$ cat config.mk
export PLATFORM = sky130hd
export DESIGN_NAME = ctrl_fsm
export DESIGN_NICKNAME = d
export VERILOG_FILES = /design/src/rtl/ctrl_pkg.sv /design/src/rtl/ctrl_dec.sv /design/src/rtl/ctrl_fsm.sv
export SDC_FILE = /design/constraint.sdc
export NUM_CORES = 1
export LEC_CHECK = 0
export CAP_MARGIN = 20
export CORE_AREA = 2 2 39 41
export DETAILED_ROUTE_END_ITERATION = 8
export DIE_AREA = 0 0 41 43
export PLACE_DENSITY = 0.9
export SETUP_SLACK_MARGIN = 0.15
export SLEW_MARGIN = 15
export SYNTH_ARGS = -nofsm -noshare
export SYNTH_HDL_FRONTEND = slang
export SYNTH_SLANG_ARGS = --single-unit
$ cat constraint.sdc
create_clock -name clk -period 4.35 [get_ports clk]
set_input_delay 0.87 -clock clk [delete_from_list [all_inputs] [get_ports clk]]
set_output_delay 0.87 -clock clk [all_outputs]
set_load 0.01 [all_outputs]
$ cat src/rtl/ctrl_pkg.sv
// ctrl_pkg: state, opcode and datapath-select encodings shared by the control unit and datapath
package ctrl_pkg;
  typedef enum logic [3:0] {
    S_FETCH = 4'd0,
    S_DCD   = 4'd1,
    S_MA    = 4'd2,
    S_MR    = 4'd3,
    S_MW    = 4'd4,
    S_WBM   = 4'd5,
    S_EXE   = 4'd6,
    S_WBR   = 4'd7,
    S_BR    = 4'd8,
    S_JMP   = 4'd9
  } state_e;

  localparam logic [5:0] OP_RTYPE = 6'b000000;
  localparam logic [5:0] OP_ORI   = 6'b001101;
  localparam logic [5:0] OP_LUI   = 6'b001111;
  localparam logic [5:0] OP_LW    = 6'b100011;
  localparam logic [5:0] OP_SW    = 6'b101011;
  localparam logic [5:0] OP_BEQ   = 6'b000100;
  localparam logic [5:0] OP_J     = 6'b000010;
  localparam logic [5:0] OP_JAL   = 6'b000011;
  localparam logic [5:0] FN_ADDU  = 6'b100001;
  localparam logic [5:0] FN_SUBU  = 6'b100011;

  localparam logic [1:0] NPC_PC4 = 2'b00;
  localparam logic [1:0] NPC_BR  = 2'b01;
  localparam logic [1:0] NPC_J   = 2'b10;

  localparam logic [1:0] ALU_ADD   = 2'b00;
  localparam logic [1:0] ALU_SUB   = 2'b01;
  localparam logic [1:0] ALU_OR    = 2'b10;
  localparam logic [1:0] ALU_PASSB = 2'b11;

  localparam logic [1:0] EXT_ZERO = 2'b00;
  localparam logic [1:0] EXT_SIGN = 2'b01;
  localparam logic [1:0] EXT_HI   = 2'b10;

  localparam logic [1:0] GPR_RD = 2'b00;
  localparam logic [1:0] GPR_RT = 2'b01;
  localparam logic [1:0] GPR_RA = 2'b10;

  localparam logic [1:0] WD_ALU = 2'b00;
  localparam logic [1:0] WD_DM  = 2'b01;
  localparam logic [1:0] WD_PC  = 2'b10;

  typedef struct packed {
    logic is_r;
    logic is_sub;
    logic is_ori;
    logic is_lui;
    logic is_lw;
    logic is_sw;
    logic is_beq;
    logic is_j;
    logic is_jal;
  } dec_t;
endpackage

$ cat src/rtl/ctrl_dec.sv
// ctrl_dec: opcode/funct to instruction-class decoder
module ctrl_dec
  import ctrl_pkg::*;
(
  input  logic [5:0] opcode,
  input  logic [5:0] funct,
  output dec_t       dec
);
  // is_r only covers R-type functs the datapath implements; others fall out as NOPs
  always_comb begin
    dec        = '0;
    dec.is_r   = opcode == OP_RTYPE && (funct == FN_ADDU || funct == FN_SUBU);
    dec.is_sub = opcode == OP_RTYPE && funct == FN_SUBU;
    dec.is_ori = opcode == OP_ORI;
    dec.is_lui = opcode == OP_LUI;
    dec.is_lw  = opcode == OP_LW;
    dec.is_sw  = opcode == OP_SW;
    dec.is_beq = opcode == OP_BEQ;
    dec.is_j   = opcode == OP_J;
    dec.is_jal = opcode == OP_JAL;
  end
endmodule

$ cat src/rtl/ctrl_fsm.sv
// ctrl_fsm: multicycle Moore control unit sequencing IR, PC, register file, ALU and data memory
module ctrl_fsm
  import ctrl_pkg::*;
(
  input  logic       clk,
  input  logic       rst_n,
  input  logic [5:0] opcode,
  input  logic [5:0] funct,
  input  logic       zero,
  output logic       IRWr,
  output logic       PCWr,
  output logic [1:0] NPCOp,
  output logic       RFWr,
  output logic       DMWr,
  output logic [1:0] ALUOp,
  output logic [1:0] EXTOp,
  output logic       BSel,
  output logic [1:0] GPRSel,
  output logic [1:0] WDSel
);
  state_e state_q, state_d;
  dec_t   dec;

  ctrl_dec u_dec (
    .opcode(opcode),
    .funct (funct),
    .dec   (dec)
  );

  // state register; reset parks the machine in FETCH
  always_ff @(posedge clk or negedge rst_n) begin
    if (!rst_n) state_q <= S_FETCH;
    else        state_q <= state_d;
  end

  // next-state: undecoded instructions and illegal state codes return to FETCH
  always_comb begin
    state_d = S_FETCH;
    case (state_q)
      S_FETCH: state_d = S_DCD;
      S_DCD:   state_d = (dec.is_lw || dec.is_sw)                ? S_MA  :
                         (dec.is_r || dec.is_ori || dec.is_lui)  ? S_EXE :
                         dec.is_beq                              ? S_BR  :
                         (dec.is_j || dec.is_jal)                ? S_JMP : S_FETCH;
      S_MA:    state_d = dec.is_lw ? S_MR : S_MW;
      S_MR:    state_d = S_WBM;
      S_EXE:   state_d = S_WBR;
      default: state_d = S_FETCH;
    endcase
  end

  // Moore outputs; rst_n low forces everything to 0 so an aborted write drops at once
  always_comb begin
    IRWr   = 1'b0;
    PCWr   = 1'b0;
    NPCOp  = NPC_PC4;
    RFWr   = 1'b0;
    DMWr   = 1'b0;
    ALUOp  = ALU_ADD;
    EXTOp  = EXT_ZERO;
    BSel   = 1'b0;
    GPRSel = GPR_RD;
    WDSel  = WD_ALU;
    case (state_q)
      S_FETCH: begin
        IRWr  = 1'b1;
        PCWr  = 1'b1;
        NPCOp = NPC_PC4;
      end
      S_MA, S_MR: begin
        ALUOp = ALU_ADD;
        BSel  = 1'b1;
        EXTOp = EXT_SIGN;
      end
      S_WBM: begin
        RFWr   = 1'b1;
        GPRSel = GPR_RT;
        WDSel  = WD_DM;
      end
      S_MW: DMWr = 1'b1;
      S_EXE, S_WBR: begin
        ALUOp = dec.is_sub ? ALU_SUB : dec.is_ori ? ALU_OR : dec.is_lui ? ALU_PASSB : ALU_ADD;
        BSel  = dec.is_ori || dec.is_lui;
        EXTOp = dec.is_lui ? EXT_HI : EXT_ZERO;
        if (state_q == S_WBR) begin
          RFWr   = 1'b1;
          WDSel  = WD_ALU;
          GPRSel = dec.is_r ? GPR_RD : GPR_RT;
        end
      end
      S_BR: begin
        ALUOp = ALU_SUB;
        BSel  = 1'b0;
        NPCOp = NPC_BR;
        PCWr  = zero;
        EXTOp = EXT_SIGN;
      end
      S_JMP: begin
        PCWr  = 1'b1;
        NPCOp = NPC_J;
        if (dec.is_jal) begin
          RFWr   = 1'b1;
          GPRSel = GPR_RA;
          WDSel  = WD_PC;
        end
      end
      default: ;
    endcase
    if (!rst_n) begin
      IRWr   = 1'b0;
      PCWr   = 1'b0;
      NPCOp  = 2'b00;
      RFWr   = 1'b0;
      DMWr   = 1'b0;
      ALUOp  = 2'b00;
      EXTOp  = 2'b00;
      BSel   = 1'b0;
      GPRSel = 2'b00;
      WDSel  = 2'b00;
    end
  end
endmodule

==> results.json, run 1 <==
{
  "status": "finished, final reports clean",
  "fin_setup_tns_ns": 0,
  "largestRegisters": "state_q: 4 flops",
  "setup_viol": 0,
  "die_w_um": 41,
  "r2r_slack_ns": 3.11,
  "synth-seq-area-share_pct": 20.8,
  "grt_pass1_vias": 553,
  "largest_register": "state_q",
  "finalNetCount": 116,
  "worst_pin_slew_ns": 0.495,
  "drv_cap": 0,
  "grt_pass1_wl_um": 2140,
  "wl_met2_um": 669,
  "slowest_delay_ns": 0.57,
  "r2r_end": "state_q[2]",
  "synthesis.nets": 84,
  "wire_per_inst_um": 11.5,
  "rr_worst_depth": 3,
  "multi_input_area_um2": 362,
  "clkSinkCount": 4,
  "top_layer": "met3",
  "cp-startpoint": "opcode[1]",
  "numCtsBuffers": 3,
  "n_fill_cell": 133,
  "drive_gt1_share_pct": 4.04,
  "cts_tree": "done",
  "finalHoldViolCount": 0,
  "power_density_mw_per_mm2": 221,
  "dieArea_mm2": 0.00176,
  "hold_buffers": 0,
  "met3_length_um": 74,
  "io_pins": 30,
  "synth_common_cells": "nor3_1, nand2_1, nor2_1",
  "synth_area_um2": 480,
  "grt_max_degree": 14,
  "holdCritPathClass": "reg2reg",
  "rows": 14,
  "avgViaCountPerCell": 5.56,
  "maxSlewHeadroom_pct": 66.5,
  "vdd_ir_drop_max_mv": 0.203,
  "routed_wl_um": 1320,
  "crit_type": "in2out",
  "crit_slowest_cell": "or4b_1",
  "ant_nets": 0,
  "ys_types": 27,
  "placed_cell_area_um2": 787,
  "pre_cts_ws_ns": 0.308,
  "cts.clk_slew.worst_paths_ns": 0.03,
  "ys_ff_latch": 4,
  "r2r_start": "state_q[0]",
  "start_util_pct": 34.7,
  "critPathMaxFanout": 6,
  "crit_chain": "clkdlybuf4s50_1, or4b_1, or4_1, a31oi_1, clkdlybuf4s50_1",
  "avgSynthCellArea_um2": 6.96,
  "fin_crit_sh_pct": 92.9,
  "dp_hpwl_um": 1090,
  "vias": 639,
  "p_leak_nw": 0.276,
  "wl_met1_um": 575,
  "antenna_found_initial": 0,
  "yosysMostFrequentCell": "nor3_1",
  "drv_slew": 0,
  "synth-edff-count": 0,
  "whs_path_depth": 1,
  "fmax_mhz": 247,
  "crit_end": "ALUOp[0]",
  "area_delta_synth_final_pct": 68.5,
  "layout_setup_ws_ns": 0.308,
  "largest_reg_flops": 4,
  "cp_common_cell": "clkdlybuf4s50_1",
  "dieHeight_um": 43,
  "synth_cells": 69,
  "synth_top_area_share_pct": 20.8,
  "required_ns": 3.48,
  "io_buffers": 29,
  "core-area_mm2": 0.00138,
  "crit_path_start_kind": "input pin",
  "power_w": 0.000179,
  "gp_congestion": 0.871,
  "synth_largest_area_cell": "dfrtp_1",
  "netlist_top_cells_area": "dfrtp_1, nor3_1, nor4b_1, nor3b_1, nand2_1",
  "insertion_delay_ns": 0.23,
  "gr-usage-all-layers_pct": 17.0,
  "cp.arrival_ns": 3.17,
  "cts_setup_buffers": 0,
  "drc_errors": 0,
  "fin_skew_ns": 0.00238,
  "synth_warnings": 0,
  "grt-ovfl-total": 0,
  "n_antenna_cell": 0,
  "drt_iter0_markers": 12,
  "clk_path_buf_depth": 2,
  "h-tree-depth": 1,
  "seq_area_um2": 100,
  "cp-end-kind": "output port",
  "postCtsResizedCells": 0,
  "fin_crit_ns": 4.04,
  "rsz0062_at_grt": "false",
  "finalInstanceArea_um2": 810,
  "dr.pass1.iters": 4,
  "ys.flop_type": "dfrtp_1",
  "clock-root-buffer": "clkbuf_4",
  "async_flop_share_pct": 100
}
-- cells by family (layout without fill, tap and decap cells) --
| kind of cell | after synthesis | after routing | share of synthesized area (%) |
|---|---|---|---|
| flip-flops | 4 | 4 | 20.8 |
| AND/OR/NAND/NOR | 50 | 50 | 62.0 |
| AO/OA/AOI/OAI | 10 | 10 | 13.3 |
| buffers and inverters | 5 | 35 | 3.91 |
-- critical path: cells and delay by family --
kind | cells | cell delay [ns]
and+or+nand+nor | 2 | 1.08
buffers and inverters | 2 | 1.03
AOI/OAI and AO/OA | 1 | 0.18
-- worst min path at each step --
stage	end	startpoint	slack, ns
CTS	state_q[0]	state_q[3]	0.57
finish	state_q[0]	state_q[3]	0.57
floorplan	state_q[0]	state_q[3]	0.51
global placement	state_q[0]	state_q[3]	0.57
detailed placement	state_q[0]	state_q[3]	0.57
global route	state_q[0]	state_q[3]	0.61
-- where the power goes --
part	total, W	switching [W]	leakage (nW)	internal, W
Clock	0.0000435	0.0000128	0.0138	0.0000307
Sequential	0.0000609	0.0000173	0.0532	0.0000436
Combinational	0.0000743	0.0000321	0.209	0.0000423
-- cells in the final DEF, fill, tap and decap left out, types with 2 or more instances in the layout --
master,count
o21ai_0,2
nor4b_1,4
or3_1,2
clkbuf_4,3
nor3_1,8
a21oi_1,3
nor2_1,6
inv_1,2
dfrtp_1,4
nor2b_1,4
nand3_1,2
or4b_1,2
nand2b_1,3
nor3b_1,4
nand2_1,7
clkdlybuf4s50_1,29
o32ai_1,2
-- per-stage QoR --
step / cells / util (%) / hold WS, ns
finish: 115 / 58.5 / 0.567
global route: 115 / 58.5 / 0.614
CTS: 115 / 58.5 / 0.574
detailed placement: 112 / 56.9 / 0.569
global placement: 112 / 56.9 / 0.572
floorplan: 69 / - / 0.512
-- per-layer routing --
layer / vias to the layer above / track usage, %
li1: 324 / -
met1: 294 / 22.3
met2: 21 / 28.4
met3: 0 / 1.57
met4: 0 / 4.00
met5: - / 0
-- final cells by class --
| class | instances | share of cell area [%] |
|---|---|---|
| multi-input cells | 60 | 44.7 |
| flip-flops and latches | 4 | 12.4 |
| well taps | 16 | 2.47 |
| repair buffers | 30 | 36.8 |
| inverters | 2 | 0.927 |
| clock buffers | 3 | 2.78 |
No activity file was read; power rests on OpenSTA's default activity.
==> run 2: changes to the inputs <==
Settings changed: CTS_CLUSTER_DIAMETER set to 150.
==> results of run 2 <==
Final layout, timing and power as in run 1 (identical DEF).
